==> src/rtl/fx3_packet_sequencer.sv <==
// fx3_packet_sequencer: paces ADC FIFO reads into fixed-size FX3 packets and
// produces a latency-matched data-valid strobe, completion pulse and sticky error flag.
module fx3_packet_sequencer #(
   parameter int PACKET_WORDS = 8192,
   parameter int PIPE_LATENCY = 2,
   parameter int GAP_CYCLES   = 4,
   parameter int CNT_WIDTH    = 16
) (
   input  logic                 nReset,
   input  logic                 fx3_clock,
   input  logic                 collectData,
   input  logic                 dataAvailable,
   input  logic                 bufferError,
   input  logic                 fx3_bufferReady,
   output logic                 readData,
   output logic                 dataValid,
   output logic                 packetDone,
   output logic                 errorLatched,
   output logic                 busy,
   output logic [CNT_WIDTH-1:0] packetCount
);
   localparam int WW = $clog2(PACKET_WORDS);
   localparam int DW = $clog2((PIPE_LATENCY > GAP_CYCLES ? PIPE_LATENCY : GAP_CYCLES) + 1);
   localparam logic [WW-1:0] LAST_WORD  = WW'(PACKET_WORDS - 1);
   localparam logic [DW-1:0] LAST_DRAIN = DW'(PIPE_LATENCY - 1);
   localparam logic [DW-1:0] LAST_GAP   = DW'(GAP_CYCLES - 1);

   typedef enum logic [2:0] {IDLE, STREAM, DRAIN, GAP, ERROR} state_t;

   state_t                  state;
   logic [WW-1:0]           word_cnt;
   logic [DW-1:0]           wait_cnt;
   logic [PIPE_LATENCY-1:0] valid_pipe;
   logic                    restart;
   logic                    fault;

   // Reads stop the same cycle the FX3 stalls, so the gate stays combinational.
   assign readData  = (state == STREAM) && fx3_bufferReady;
   assign dataValid = valid_pipe[PIPE_LATENCY-1];
   assign fault     = collectData && bufferError && (state != ERROR);

   always_ff @(posedge fx3_clock or negedge nReset) begin
      if (!nReset)
         valid_pipe <= '0;
      else
         valid_pipe <= (valid_pipe << 1) | PIPE_LATENCY'(readData);
   end

   always_ff @(posedge fx3_clock or negedge nReset) begin
      if (!nReset) begin
         state        <= IDLE;
         word_cnt     <= '0;
         wait_cnt     <= '0;
         restart      <= 1'b0;
         packetDone   <= 1'b0;
         errorLatched <= 1'b0;
         busy         <= 1'b0;
         packetCount  <= '0;
      end else begin
         packetDone <= 1'b0;
         if (fault) begin
            state        <= ERROR;
            word_cnt     <= '0;
            wait_cnt     <= '0;
            errorLatched <= 1'b1;
            busy         <= 1'b1;
         end else begin
            case (state)
               IDLE: begin
                  if (!collectData)
                     restart <= 1'b1;
                  else if (dataAvailable && fx3_bufferReady) begin
                     state   <= STREAM;
                     busy    <= 1'b1;
                     restart <= 1'b0;
                     if (restart) packetCount <= '0;
                  end
               end
               STREAM: begin
                  if (readData) begin
                     word_cnt <= word_cnt + WW'(1);
                     if (word_cnt == LAST_WORD) state <= DRAIN;
                  end
               end
               DRAIN: begin
                  wait_cnt <= wait_cnt + DW'(1);
                  if (wait_cnt == LAST_DRAIN) begin
                     state       <= GAP;
                     wait_cnt    <= '0;
                     packetDone  <= 1'b1;
                     packetCount <= packetCount + CNT_WIDTH'(1);
                  end
               end
               GAP: begin
                  wait_cnt <= wait_cnt + DW'(1);
                  if (wait_cnt == LAST_GAP) begin
                     state    <= IDLE;
                     wait_cnt <= '0;
                     busy     <= 1'b0;
                  end
               end
               ERROR: begin
                  if (!collectData) begin
                     state        <= IDLE;
                     errorLatched <= 1'b0;
                     busy         <= 1'b0;
                     restart      <= 1'b1;
                  end
               end
               default: begin
                  state <= IDLE;
                  busy  <= 1'b0;
               end
            endcase
         end
      end
   end
endmodule

==> config.mk <==
export PLATFORM = sky130hd
export DESIGN_NAME = fx3_packet_sequencer
export DESIGN_NICKNAME = d
export VERILOG_FILES = /design/src/rtl/fx3_packet_sequencer.sv
export SDC_FILE = /design/constraint.sdc
export NUM_CORES = 1
export LEC_CHECK = 0
export ABC_CLOCK_PERIOD_IN_PS = 2700
export CAP_MARGIN = 20
export CORE_MARGIN = 2
export CORE_UTILIZATION = 55
export DETAILED_ROUTE_END_ITERATION = 7
export GPL_TIMING_DRIVEN = 0
export PLACE_DENSITY = 0.79
export SLEW_MARGIN = 10
export SYNTH_ARGS = -nofsm -noshare
export SYNTH_HDL_FRONTEND = slang
export SYNTH_SLANG_ARGS = --single-unit
==> constraint.sdc <==
create_clock -name fx3_clock -period 2.7 [get_ports fx3_clock]
set_clock_uncertainty 0.2 [all_clocks]
set_input_delay 0.54 -clock fx3_clock [delete_from_list [all_inputs] [get_ports fx3_clock]]
set_output_delay 0.54 -clock fx3_clock [all_outputs]
set_load 0.05 [all_outputs]
* Word-level counts from Yosys, hierarchy flattened
Cells that the tools add are included.
Widths: inputs -> output; s select.
** Cells by class
- Add/subtract/negate cells :: 3
- Equal/unequal tests :: 23
- Muxes and demuxes :: 36
- Bitwise operators :: 2
- Reduce and logical (&&, ||, !) cells :: 18
** Operators by type and width (number)
- $mux 16 :: 4
- $mux 13 :: 3
- $mux 3 :: 11
- $pmux 16 s2 :: 1
- $ne 3x3->1 const B :: 8
- $add 16x1->16 const B :: 1
- $pmux 3 s5 :: 1
- $add 13x1->13 const B :: 1
- $eq 13x13->1 const B :: 1
- $mux 1 :: 13
- $ne 2x2->1 const B :: 5
- $reduce_bool 2->1 :: 5
- $eq 3x2->1 const B :: 3
- $reduce_and 7->1 :: 1
- $eq 3x1->1 const B :: 2
- $pmux 3 s2 :: 1
- $reduce_and 6->1 :: 1
- $reduce_and 5->1 :: 1
- $logic_and 1x1->1 :: 4
- $ne 2x1->1 const B :: 2
- $pmux 1 s4 :: 1
- $reduce_and 2->1 :: 2
- $reduce_and 4->1 :: 1
- $add 3x1->3 const B :: 1
- 8 further kinds :: 8
** Storage, ports and cells
- Register bits :: 41
- Bits of input ports :: 6
- Output and inout bits :: 21
- Word-level logic and storage cells :: 91

* Logic depth before layout (Yosys ltp)
- Depth in word-level cells :: 5
- Depth in mapped cells :: 7
- Mapped depth without buffers :: 6

* Least setup slack after synthesis
Ideal clock, no wire load.
- Path type :: register to register
- Start :: register state[2]
- End :: register word_cnt[11]
- Setup time :: 0.066 ns
- Arrival time :: 1.907 ns
- Required time :: 2.434 ns
- Setup slack :: 0.527 ns
- Cell stages (with the launch flop) :: 7
- Path buffers :: 2
- Cell sequence :: dfrtp_1 -> buf_2 -> and4bb_2 -> buf_2 -> nand4_1 -> or4_1 -> nand2_1
** Between the ends
- Cells in the longest elaborated chain, start to end :: 4
- Elaborated cells on any way between the ends :: 8
- Those cells by class :: eq/ne (2); mux (1); reduce/logical (5)
** Ends and longest elaborated chain
- from (decl) :: RTL line 30 : state_t state;
- from (signal assigned) :: RTL line 51 : state <= IDLE;
- from (signal assigned) :: RTL line 62 : state <= ERROR;
- from (signal assigned) :: RTL line 73 : state <= STREAM;
- $eq 3x1->1 :: RTL line 38 : assign readData = (state == STREAM) && fx3_bufferReady;
- $logic_and 1x1->1 :: RTL line 38
- net readData :: RTL line 15 : output logic readData,
- $reduce_bool 2->1 (no source line)
- $reduce_and 2->1 (no source line)
- to (signal assigned) :: RTL line 81 : word_cnt <= word_cnt + WW'(1);
- to (decl) :: RTL line 31 : logic [WW-1:0] word_cnt;
The timed path passes the listed nets, and every way through them passes these cells.
A chain may end at the register's enable or synchronous reset.

* Final worst setup path
- Start :: input fx3_bufferReady
- End :: output readData
** Between the ends
- Cells in the longest elaborated chain, start to end :: 1
** Ends and longest elaborated chain
- from (decl) :: RTL line 14 : input logic fx3_bufferReady,
- $logic_and 1x1->1 :: RTL line 38
- to (decl) :: RTL line 15
Every way passes these cells.

==> qor.csv <==
stage,metric,value,unit
clock_network,setup fix buffers added after clock tree synthesis,0,
final_layout,layout cell share with drive strength beyond 1,7.33,%
outcome,run status,"complete, no violations",
global_route,GRT Residual Overflow,0,
clock_network,Root Buffer,clkbuf_8,
route,detailed-routing iteration count for the pre-antenna-repair pass,4,
final_layout,"count of placed standard cells in the final layout, fillers left out",323,
sta,setup-violating endpoint count in the final report,0,
placement,quantity of I/O buffers inserted on ports,26,
yosys,count of warnings emitted by yosys,0,
route,DR top layer,met4,
floorplan,number of standard-cell rows in the floorplan,23,
power_and_ir_drop,leak pwr,1.10,nW
final_layout,"top library cells by usage in the layout, fill and taps aside","41 x dfrtp_1, 24 x clkdlybuf4s50_1, 20 x nand2_1",
global_route,number of antenna violations at the first check in global routing,0,
setup_path,Worst EP arrival,1.91,ns
setup_path,startpoint types,input port,
yosys,most used flip-flop cell after synthesis,dfrtp_1,
yosys,Syn Nets,249,
floorplan,vertical extent of the die,67.5,um
clock_network,CTS tree,yes,
route,average vias per placed instance,5.88,
floorplan,die width,67.5,um
yosys,flip-flop and latch count after synthesis,41,
setup_path,required time at the worst-slack endpoint,1.96,ns
placement,routability-driven placement congestion ratio,0.829,
sta,worst max-slew margin expressed relative to the limit,64.5,%
sta,final number of hold-violating endpoints,0,
setup_path,crit end category,primary output,
setup_path,largest fanout of any net on the critical path,11,
route,met3 wirelength from detailed routing,175,um
yosys,unique cell type count in the Yosys netlist,45,
power_and_ir_drop,power per cell area,964,nW/um^2
yosys,share of flip-flops with an asynchronous set or reset after synthesis,100,%
route,met2 layer wire length in the routed design,2240,um
yosys,number of cells produced by synthesis,237,
global_route,Total Routing Usage GR,23.0,%
clock_network,CTS sink cnt,41,
floorplan,die footprint,4550,um^2
final_layout,most common library cell in the layout ignoring fill and taps,dfrtp_1,
placement,# placed instances,314,
yosys,Post-Synthesis Cell Area,2220,um^2
yosys,part of the Yosys area used for sequential elements,46.3,%
job,# Max-Cap Violations,0,
yosys,average footprint of a synthesized cell,9.35,um^2
route,post-route antenna net violation count,0,
clock_network,maximum count of clock buffers along a single path,2,
final_layout,layout overhead on the synthesized area,20.9,%
setup_path,kind of critical path,in2out,
global_route,maximum number of pins on one net before global-route repair,29,
final_layout,nets@finish,284,
clock_network,htree depth,2,
floorplan,Initial Utilization,56.2,%
global_route,global-route wire length before repair,7870,um
route,wire length per cell after detailed routing,14.3,um
clock_network,post-CTS clock slew at the launch and capture registers of the worst setup and hold paths,0.08,ns
worst_hold_path,classification of the worst-slack hold path,reg2reg,
final_layout,"Design Area, Final",2680,um^2
floorplan,I/O pins,27,
clock_network,total clock buffers created by CTS,5,
power_and_ir_drop,worst-case vdd ir drop,501,uV
placement,instance area after placement,2550,um^2
route,number of DRC violations after detailed routing,0,
sta,measured slew at the worst slew-check pin,0.519,ns
sta,RSZ-0062 raised after global routing,false,
sta,highest clock frequency the design can meet,378,MHz
sta,clock period minus worst slack,2.65,ns
placement,post-detail-place hpwl,3430,um
clock_network,clk_lat worst skew,0.30,ns
sta,final critical-path share of the clock period,98.0,%
final_layout,fill cell instance count of the final layout,330,
global_route,via count of the first global-routing pass,1719,
floorplan,Core Box Area,3940,um^2
route,iteration-0 DRC count of the detailed router,144,
sta,number of max-slew violations in the final report,0,
route,metal1 wirelength,2150,um
route,number of vias after detailed routing,1899,
route,total routed wirelength,4610,um
final_layout,antenna diode count,0,
yosys,Post-synth EDFFs,0,
worst max-delay path: stages:
cell and delay (ns):
clkdlybuf4s50_1 0.58, and4bb_2 0.26, buf_2 0.22, buf_2 0.30
stage by stage:
stage	utilization (%)	hold slack, ns	setup TNS, ns	total power [mW]	setup slack [ns]
floorplan	-	0.0444	0	1.69	0.527
global placement	64.4	0.132	-7.71	2.05	-0.502
detailed placement	64.8	0.136	-2.02	2.08	-0.486
CTS	67.9	0.155	0	2.59	0.0525
global route	67.9	0.168	0	2.73	0.00123
finish	67.9	0.155	0	2.58	0.0547
final cells by class:
type / count / area (um^2) / area share, %
clock buffers: 6 / 82.6 / 3.08
flip-flops and latches: 41 / 1030 / 38.3
multi-input cells: 178 / 1120 / 41.7
plain buffers: 13 / 55.1 / 2.06
inverters: 5 / 18.8 / 0.701
well taps: 50 / 62.6 / 2.34
clock inverters: 2 / 37.5 / 1.40
repair buffers: 28 / 280 / 10.5
final timing paths:
kind,startpoint,endpoint,slack (ns),depth (start not counted)
worst max-delay path,fx3_bufferReady,readData,0.05,4
worst min-delay path,valid_pipe[0]$_DFF_PN0_,valid_pipe[1]$_DFF_PN0_,0.16,0
worst max register to register,state[1]$_DFFE_PN0P_,packetCount[3]$_DFFE_PN0P_,0.40,6
worst min register to register,valid_pipe[0]$_DFF_PN0_,valid_pipe[1]$_DFF_PN0_,0.16,0
max in group asynchronous,nReset,word_cnt[2]$_DFFE_PN0P_,1.37,3
min in group asynchronous,nReset,packetCount[3]$_DFFE_PN0P_,0.48,2
power breakdown:
part	leakage, nW	switching (mW)	internal (mW)	total, mW
Clock	0.0574	0.217	0.301	0.518
Sequential	0.540	0.168	0.765	0.933
Combinational	0.501	0.747	0.384	1.13
Total	1.10	1.13	1.45	2.58
state kept, by name, indices dropped and copies added, names as in the netlist, 2 cells and up:
signal / cells
valid_pipe: 2
wait_cnt: 3
word_cnt: 13
packetCount: 16
state: 3
timing repair:
action,CTS,global route
setup endpoints to repair,1,0
resized for setup,5,0
hold buffers,1,0
endpoints found under the hold margin,13,0
synth_stat cells, types with 2 or more instances:
cell type   n  area [um^2]
a211o_1     2         17.5
a21oi_1    19         95.1
and2_0      2         12.5
and3_1      6         37.5
and4_1      4         35.0
buf_2       5         25.0
clkbuf_1    8         30.0
dfrtp_1    41         1030
ha_1        6         75.1
inv_1       5         18.8
nand2_1    20         75.1
nand2b_1    5         31.3
nand3_1    12         60.1
nand4_1    12         75.1
nor2_1     14         52.6
nor2b_1     2         12.5
nor3_1      2         10.0
o211ai_1    3         22.5
o21ai_0    14         70.1
o31ai_1     6         45.0
o32ai_1     2         17.5
or3_1      12         75.1
or4_1       6         45.0
xnor2_1     2         17.5
xor2_1      7         61.3
cells by family (layout without fill, tap and decap cells):
group | count (synthesis) | in the layout | share of synthesized area, %
fa+ha+maj | 6 | 6 | 3.39
mux | 2 | 2 | 0.960
flops | 41 | 41 | 46.3
simple gates | 105 | 105 | 26.6
buf+inv | 18 | 54 | 3.33
xor+xnor | 9 | 9 | 3.56
compound gates | 56 | 56 | 15.9
per-layer routing:
metal	vias to the layer above	track usage (%)
met5	-	0
met4	0	6.38
met2	40	37.4
li1	949	-
met3	6	5.33
met1	904	30.6
(Power assumes the default switching activity.)
